**src/rtl/branch_predict_unit_pkg.sv**
```systemverilog
// Shared definitions for the branch predict unit: decision encodings,
// branch condition codes and 2-bit saturating counter states.
package bpu_pkg;

  typedef enum logic [1:0] {
    DEC_SEQ  = 2'b00,
    DEC_TGT  = 2'b01,
    DEC_JALR = 2'b10
  } dec_e;

  typedef enum logic [1:0] {
    SNT = 2'b00,
    WNT = 2'b01,
    WT  = 2'b10,
    ST  = 2'b11
  } ctr_e;

  localparam logic [2:0] F3_BEQ  = 3'b000;
  localparam logic [2:0] F3_BNE  = 3'b001;
  localparam logic [2:0] F3_BLT  = 3'b100;
  localparam logic [2:0] F3_BGE  = 3'b101;
  localparam logic [2:0] F3_BLTU = 3'b110;
  localparam logic [2:0] F3_BGEU = 3'b111;

  // Saturating step of a 2-bit counter toward taken / not-taken.
  function automatic ctr_e ctr_next(input ctr_e cur, input logic taken);
    ctr_e nxt;
    nxt = cur;
    if (taken) begin
      case (cur)
        SNT:     nxt = WNT;
        WNT:     nxt = WT;
        default: nxt = ST;
      endcase
    end else begin
      case (cur)
        ST:      nxt = WT;
        WT:      nxt = WNT;
        default: nxt = SNT;
      endcase
    end
    return nxt;
  endfunction

endpackage

```
**src/rtl/branch_predict_unit_compare.sv**
```systemverilog
// Branch condition evaluator: decides whether a conditional branch is taken
// from its funct3 code and two XLEN-bit operands.
module branch_compare
  import bpu_pkg::*;
#(
  parameter int XLEN = 32
) (
  input  logic [2:0]      funct3,
  input  logic [XLEN-1:0] data1,
  input  logic [XLEN-1:0] data2,
  output logic            cond_true
);

  // Condition select; reserved codes resolve as not taken.
  always_comb begin
    cond_true = 1'b0;
    case (funct3)
      F3_BEQ:  cond_true = (data1 == data2);
      F3_BNE:  cond_true = (data1 != data2);
      F3_BLT:  cond_true = ($signed(data1) <  $signed(data2));
      F3_BGE:  cond_true = ($signed(data1) >= $signed(data2));
      F3_BLTU: cond_true = (data1 <  data2);
      F3_BGEU: cond_true = (data1 >= data2);
      default: cond_true = 1'b0;
    endcase
  end

endmodule

```
**src/rtl/branch_predict_unit.sv**
```systemverilog
// Branch predict unit: bimodal table of 2-bit saturating counters indexed by
// PC word address, plus EX-stage branch/jump resolution and flush request.
// Optional macro BPU_STATS_EN adds saturating branch/mispredict counters.
module branch_predict_unit
  import bpu_pkg::*;
#(
  parameter int XLEN        = 32,
  parameter int BHT_ENTRIES = 64
) (
  input  logic            clk,
  input  logic            rst,
  input  logic [XLEN-1:0] if_pc,
  output logic            pred_taken,
  input  logic            ex_valid,
  input  logic            ex_stall,
  input  logic            ex_branch,
  input  logic            ex_jump,
  input  logic            ex_jalr,
  input  logic [2:0]      ex_funct3,
  input  logic [XLEN-1:0] ex_data1,
  input  logic [XLEN-1:0] ex_data2,
  input  logic [XLEN-1:0] ex_pc,
  input  logic            ex_pred_taken,
  output logic [1:0]      decision,
  output logic            mispredict
`ifdef BPU_STATS_EN
  ,
  output logic [31:0]     stat_branches,
  output logic [31:0]     stat_mispredicts
`endif
);

  localparam int IDX_W = $clog2(BHT_ENTRIES);

  ctr_e             bht [BHT_ENTRIES];
  logic [IDX_W-1:0] if_idx;
  logic [IDX_W-1:0] ex_idx;
  logic             cond_true;
  dec_e             dec;
  logic             taken;
  logic             upd;
  logic             unused_pc_bits;

  assign if_idx = if_pc[IDX_W+1:2];
  assign ex_idx = ex_pc[IDX_W+1:2];
  assign unused_pc_bits = ^{if_pc[XLEN-1:IDX_W+2], if_pc[1:0],
                            ex_pc[XLEN-1:IDX_W+2], ex_pc[1:0]};

  branch_compare #(.XLEN(XLEN)) u_cmp (
    .funct3    (ex_funct3),
    .data1     (ex_data1),
    .data2     (ex_data2),
    .cond_true (cond_true)
  );

  // Fetch-side prediction: MSB of the indexed counter, no bypass from EX.
  assign pred_taken = bht[if_idx][1];

  // Resolution priority: JALR over JAL over conditional branch.
  always_comb begin
    dec = DEC_SEQ;
    if (ex_valid) begin
      if (ex_jalr)                     dec = DEC_JALR;
      else if (ex_jump)                dec = DEC_TGT;
      else if (ex_branch && cond_true) dec = DEC_TGT;
    end
  end

  assign decision   = dec;
  assign taken      = (dec != DEC_SEQ);
  assign upd        = ex_valid & ~ex_stall & ex_branch;
  assign mispredict = ex_valid & ~ex_stall &
                      (ex_jalr | ex_jump | (ex_branch & (taken != ex_pred_taken)));

  // Counter table: reset to weakly not-taken wins over any coincident update.
  always_ff @(posedge clk) begin
    if (rst) begin
      for (int unsigned i = 0; i < BHT_ENTRIES; i++) bht[i] <= WNT;
    end else if (upd) begin
      bht[ex_idx] <= ctr_next(bht[ex_idx], taken);
    end
  end

`ifdef BPU_STATS_EN
  // Saturating event counters for resolved branches and their mispredicts.
  always_ff @(posedge clk) begin
    if (rst) begin
      stat_branches    <= '0;
      stat_mispredicts <= '0;
    end else if (upd) begin
      if (stat_branches != '1) stat_branches <= stat_branches + 32'd1;
      if ((taken != ex_pred_taken) && (stat_mispredicts != '1))
        stat_mispredicts <= stat_mispredicts + 32'd1;
    end
  end
`endif

endmodule

```
**config.mk**
```make
export PLATFORM = sky130hd
export DESIGN_NAME = branch_predict_unit
export DESIGN_NICKNAME = d
export VERILOG_FILES = /design/src/rtl/branch_predict_unit_pkg.sv /design/src/rtl/branch_predict_unit_compare.sv /design/src/rtl/branch_predict_unit.sv
export SDC_FILE = /design/constraint.sdc
export NUM_CORES = 1
export LEC_CHECK = 0
export BUFFER_PORTS_ARGS = -buffer_cell sky130_fd_sc_hd__buf_4
export CORE_ASPECT_RATIO = 0.6
export CORE_MARGIN = 2
export CORE_UTILIZATION = 50
export DETAILED_ROUTE_END_ITERATION = 8
export GPL_ROUTABILITY_DRIVEN = 0
export GPL_TIMING_DRIVEN = 1
export MAX_ROUTING_LAYER = met4
export PLACE_DENSITY = 0.72
export SLEW_MARGIN = 5
export SYNTH_ARGS = -nofsm -noshare
export SYNTH_HDL_FRONTEND = slang
export SYNTH_SLANG_ARGS = --single-unit
```
**constraint.sdc**
```tcl
create_clock -name clk -period 7.6 [get_ports clk]
set_input_delay 0.76 -clock clk [delete_from_list [all_inputs] [get_ports clk]]
set_output_delay 0.76 -clock clk [all_outputs]
set_load 0.03 [all_outputs]
```
==> impl_metrics.py, run 1 <==
metrics = {
    "status": {
        "outcome": "finished clean",
    },
    "synthesis": {
        "synth_top_cell_by_area": "edfxtp_1",
        "synth_common_cells": "edfxtp_1, nand2_1, clkbuf_1, nand4_1, nand3_1",
        "ys_seq_area_frac": 0.456,
        "yosys_warnings": 0,
        "yosys-top-cells-area": "edfxtp_1, mux4_2, ha_1",
        "async_flop_share": 0,
        "synth_cells": 718,
        "synth-seq-cells": 128,
        "synth_fp_nets": 889,
        "synth_area_per_cell_sq_um": 11.7,
        "post_synth_instance_area_sq_um": 8430,
        "synth_top_area_frac": 0.456,
        "synth_edf_count": 128,
        "synthFlopType": "edfxtp_1",
        "synth_cell_types": 65,
        "yosysMostFrequentCell": "edfxtp_1",
    },
    "floorplanning": {
        "die_area_sq_um": 17900,
        "initial_core_util": 0.515,
        "die_h_microns": 105,
        "io_pins": 143,
        "placementRows": 36,
        "coreArea_sq_um": 16400,
        "die_x_microns": 172,
    },
    "worst_hold_path": {
        "hold_end": "bht[34][0]",
        "hp-class": "primary input to flip-flop",
        "min_from": "ex_pc[6]",
        "min_delay_path_depth": 4,
    },
    "drt": {
        "drt_iter0_markers": 822,
        "wl_per_cell_microns": 25.4,
        "routed_wl_mm": 25.6,
        "postRouteAntennaNets": 0,
        "drcViolationCount": 0,
        "first_pass_iters": 6,
        "vias": 6749,
        "routed_via_density": 6.70,
    },
    "critical_path": {
        "worstSetupPathType": "primary input to flip-flop",
        "end_kind": "flip-flop",
        "cp_cell_sequence": "buf_4 -> clkinv_1 -> a221o_1 -> a22oi_1 -> o22ai_1 -> nor4b_4 -> maj3_1 -> o31a_2 -> buf_4 -> nor2_1",
        "reg2regPathDepth": 9,
        "slowest_stage": "buf_4",
        "slowest_delay_ns": 0.69,
        "rr_endpoint": "bht[28][1]",
        "cp.arrival_ns": 4.75,
        "setup.worst_path.start_class": "primary input",
        "critPathTopFamily": "buffers and inverters",
        "required_ns": 7.75,
        "rrSetupSlack_ns": 3.77,
        "path_buf_inv": 3,
        "crit_path_frequent_cell": "buf_4",
        "crit_path_max_fanout": 42,
        "r2r_start": "bht[9][1]",
    },
    "cts": {
        "clk_latency_ns": 0.43,
        "post-cts-setup-buffers": 0,
        "clk_pin_slew_worst_paths_ns": 0.06,
        "cts_made_buffers": 17,
        "cts_buffer_depth": 2,
        "ctsHoldBuffers": 0,
        "clock_sinks": 128,
        "ctsResizeCount": 0,
        "htreeDepth": 4,
        "cts_tree": "done",
        "cts_root_buf": "clkbuf_16",
    },
    "layout": {
        "nFillCells": 1314,
        "biggestRegsByFlops": "bht: 128 flops",
        "regMostFlops": "bht",
        "fin_nets": 937,
        "regArea_sq_um": 3840,
        "syn2layout_area_growth_pct": 15.3,
        "largest_register_ff_count": 128,
        "stdcell_count": 1008,
        "multiInputGateArea_sq_um": 4060,
        "drive_gt1_frac": 0.288,
    },
    "power": {
        "power_frac_seq": 0.394,
        "clockPowerShare": 0.451,
        "p_per_area_nw_per_um2": 208,
        "ir_worst_vdd_uv": 149,
        "swShare": 0.267,
        "netSwitchingPower_uw": 539,
        "pwr-share-comb": 0.155,
        "p_int_uw": 1480,
        "p_leak_uw": 0.00328,
    },
    "timing": {
        "finalCriticalPeriod_ns": 4.60,
        "finalSetupViolCount": 0,
        "worst_pin_slew_ns": 1.05,
        "final-hold-violation-count": 0,
        "max_freq_ghz": 0.217,
        "rsz0062_at_grt": "false",
        "slew-limit-headroom": 0.297,
        "maxSlewViolCount": 0,
        "fin_skew_ns": 0.00891,
        "post-route-period-util": 0.606,
        "setup_tns_ns": 0,
    },
    "place": {
        "dpl.cell_count": 975,
        "port_buffers": 90,
        "place_hpwl_mm": 16.6,
    },
    "global_route": {
        "grt_pass1_vias": 6666,
        "grt_max_degree": 67,
        "grt_usage": 0.302,
        "antenna_found_initial": 1,
        "overflow": 0,
        "grt_pass1_wl_mm": 38.7,
    },
    "job": {
        "drv_cap": 0,
    },
}
[logic make-up after synthesis]
kind of cell	count (synthesis)	synth area share
compound gates	123	0.105
flops	128	0.456
fa+ha+maj	34	0.0499
simple gates	266	0.197
buf+inv	108	0.0647
mux	58	0.126
xor+xnor	1	0.00104
[layer usage]
layer  up-vias  part of all wire  global-route usage
met3        70              0.13               0.108
li1       2870                 -                   -
met2       480              0.45               0.428
met4         0             0.027              0.0908
met1      3329              0.39               0.408
met5         -                 0                   -
[worst max path at each step]
stage,from,to,slack [ns],cells after the start
global route,ex_pc[3],bht[28][1],2.94,10
global placement,ex_pc[3],bht[10][1],2.78,10
floorplan,ex_data2[31],mispredict,3.53,9
finish,ex_pc[3],bht[28][1],3.00,10
CTS,ex_pc[3],bht[58][1],3.18,10
detailed placement,ex_pc[3],bht[10][1],2.74,10
[area by class of cell]
class,count,area share
Multi-Input combinational cell,482,0.417
Sequential cell,128,0.396
Timing Repair Buffer,100,0.0773
Clock buffer,18,0.0442
Tap cell,228,0.0294
Clock inverter,14,0.0218
Inverter,37,0.0143
Antenna cell,1,0.000258
[worst register-to-register path: stages, from the launching register on]
cell	delay, ns
edfxtp_1	0.42
mux2_1	0.32
a221o_1	0.35
a22oi_1	0.25
o22ai_1	0.15
nor4b_4	0.37
maj3_1	0.23
o31a_2	0.62
buf_4	0.70
nor2_1	0.14
[placed cells by master (no fill, tap or decap), types with 3 or more instances in the layout]
cell type,Yosys,layout
nand2b_1,21,21
ha_1,32,32
nor2b_1,6,6
and2_1,7,7
nor4_2,7,6
nor3_2,37,38
nand3b_1,3,3
a22oi_1,4,4
mux2_2,3,3
a21o_1,10,10
o21ai_0,3,3
inv_1,34,34
nand4_1,41,41
mux4_2,37,37
nand3_1,39,39
clkinvlp_4,0,3
nor3_1,5,4
inv_6,0,3
o21bai_1,38,38
a221o_1,4,4
nor2_1,34,33
edfxtp_1,128,128
o21ai_1,5,5
o2bb2ai_1,3,3
and3b_1,3,3
mux2i_1,11,11
buf_4,7,100
nor4_1,5,5
o22ai_1,6,6
nand2_1,44,44
clkinv_1,2,4
bufinv_16,0,5
a221oi_1,9,9
mux2_1,6,6
a21oi_1,22,22
and3_1,3,3
clkbuf_16,0,17
[power by group through the flow]
stage	Clock, uW	Combinational [uW]	Sequential (uW)
after global routing	939	332	797
after global placement	0	293	809
final	912	313	796
after detailed placement	0	303	810
after CTS	907	304	796
after floorplan	0	226	806
[per-stage QoR]
stage               total power [uW]   util  area (sq um)  setup WS, ns  hold WS (ns)
CTS                             2010  0.594          9710          3.18         0.953
finish                          2020  0.594          9720          3.00         0.967
floorplan                       1030      -          8430          3.53          1.01
global route                    2070  0.594          9720          2.94         0.970
global placement                1100  0.555          9070          2.78          1.38
detailed placement              1110  0.555          9070          2.74          1.38
(Power assumes the default switching activity.)
==> run 2, diff against run 1 <==
--- a/config.mk
+++ b/config.mk
@@ -13,7 +13,7 @@
 export GPL_ROUTABILITY_DRIVEN = 0
 export GPL_TIMING_DRIVEN = 1
 export MAX_ROUTING_LAYER = met4
-export PLACE_DENSITY = 0.72
+export PLACE_DENSITY = 0.75
 export SLEW_MARGIN = 5
 export SYNTH_ARGS = -nofsm -noshare
 export SYNTH_HDL_FRONTEND = slang
==> constraint.sdc (replaced) <==
create_clock -name clk -period 3.8 [get_ports clk]
set_input_delay 0.38 -clock clk [delete_from_list [all_inputs] [get_ports clk]]
set_output_delay 0.38 -clock clk [all_outputs]
set_load 0.03 [all_outputs]
==> impl_metrics.py, run 2 (synthesized netlist as in run 1, its figures left out) <==
metrics = {
    "timing": {
        "post-route-period-util": 0.937,
        "rsz0062_at_grt": "false",
        "final-hold-violation-count": 0,
        "worst_pin_slew_ns": 0.870,
        "finalSetupViolCount": 0,
        "maxSlewViolCount": 0,
        "fin_skew_ns": 0.00651,
        "setup_tns_ns": 0,
        "slew-limit-headroom": 0.414,
        "finalWorstSetupSlack_ns": 0.238,
        "finalCriticalPeriod_ns": 3.56,
        "max_freq_ghz": 0.281,
    },
    "global_route": {
        "grt_pass1_wl_mm": 38.9,
        "antenna_found_initial": 0,
        "grt_usage": 0.300,
        "grt_max_degree": 67,
        "grt_pass1_vias": 6859,
        "overflow": 0,
    },
    "critical_path": {
        "required_ns": 3.42,
        "end_kind": "output port",
        "cp.arrival_ns": 3.18,
        "worstSetupPathType": "primary input to output port",
        "setup.worst_path.start_class": "primary input",
        "crit_path_max_fanout": 4,
    },
    "cts": {
        "ctsResizeCount": 0,
        "ctsHoldBuffers": 0,
        "clock_sinks": 128,
        "clk_latency_ns": 0.42,
        "htreeDepth": 4,
        "cts_tree": "done",
        "cts_root_buf": "clkbuf_16",
        "post-cts-setup-buffers": 0,
        "clk_pin_slew_worst_paths_ns": 0.06,
        "cts_made_buffers": 17,
        "cts_buffer_depth": 2,
    },
    "layout": {
        "syn2layout_area_growth_pct": 17.4,
        "regMostFlops": "bht",
        "biggestRegsByFlops": "bht: 128 flops",
        "mostFrequentLayoutCell": "edfxtp_1",
        "diodes": 0,
        "utilization": 0.605,
        "largest_register_ff_count": 128,
        "drive_gt1_frac": 0.310,
        "layout_common_cells": "edfxtp_1, buf_4, nand2_1, nand4_1, nand3_1",
        "fin_nets": 962,
    },
    "place": {
        "pre_cts_ws_ns": 0.265,
        "port_buffers": 90,
        "place_hpwl_mm": 17.9,
    },
    "drt": {
        "first_pass_iters": 5,
        "vias": 6810,
        "postRouteAntennaNets": 0,
        "routed_via_density": 6.60,
        "wl_per_cell_microns": 24.3,
        "drcViolationCount": 0,
        "routed_wl_mm": 25.1,
        "drt_iter0_markers": 1032,
    },
    "floorplanning": {
        "die_x_microns": 172,
        "io_pins": 143,
        "coreArea_sq_um": 16400,
        "initial_core_util": 0.515,
        "die_h_microns": 105,
        "die_area_sq_um": 17900,
        "placementRows": 36,
    },
    "power": {
        "p_leak_uw": 0.00340,
        "ir_worst_vdd_uv": 280,
        "p_per_area_nw_per_um2": 390,
    },
    "status": {
        "outcome": "finished clean",
    },
    "worst_hold_path": {
        "hp-class": "primary input to flip-flop",
    },
    "job": {
        "drv_cap": 0,
    },
}
## run 2: worst max-delay path: stages
cell      delay, ns
buf_4          0.08
inv_1          0.04
ha_1           0.31
nand4_1        0.15
nor4_1         0.78
a311o_1        0.31
o211ai_1       0.10
or3_4          0.38
xor2_1         0.16
o32ai_1        0.28
buf_4          0.21
## run 2: layout make-up
type	count	area [sq um]
multi-input cells	482	4050
inverters	37	139
clock buffers	18	429
well taps	228	285
flip-flops and latches	128	3840
repair buffers	125	1000
clock inverters	14	144
fillers	1272	6460
## run 2: power by group
part	switching, uW	internal, uW	total [uW]
Sequential	18.4	1580	1590
Combinational	398	264	661
Clock	643	961	1600
## run 2: final timing paths
| check | from | to | slack (ns) | depth (start not counted) |
|---|---|---|---|---|
| setup / recovery | ex_data2[10] | mispredict | 0.24 | 11 |
| hold / removal | ex_pc[7] | bht[0][0] | 0.59 | 4 |
| setup reg to reg | bht[8][1] | bht[2][1] | 0.93 | 9 |
| hold reg to reg | bht[6][0] | bht[36][0] | 1.50 | 8 |
## run 2: per-layer routing
metal | routed length (microns) | up-vias | track usage
met2 | 11400 | 500 | 0.434
li1 | - | 2918 | -
met4 | 572 | 0 | 0.0914
met3 | 3510 | 60 | 0.0973
met1 | 9630 | 3332 | 0.404
met5 | 0 | - | -
## run 2: through the flow
stage                     instances  hold slack (ns)  cell area (sq um)  power (uW)
final                          1032            0.589               9890        3860
after global routing           1032            0.584               9890        3960
after CTS                      1032            0.557               9890        3850
after detailed placement       1000            0.987               9320        2270
after global placement         1000            0.980               9320        2240
after floorplan                 718            0.628               8430        2060
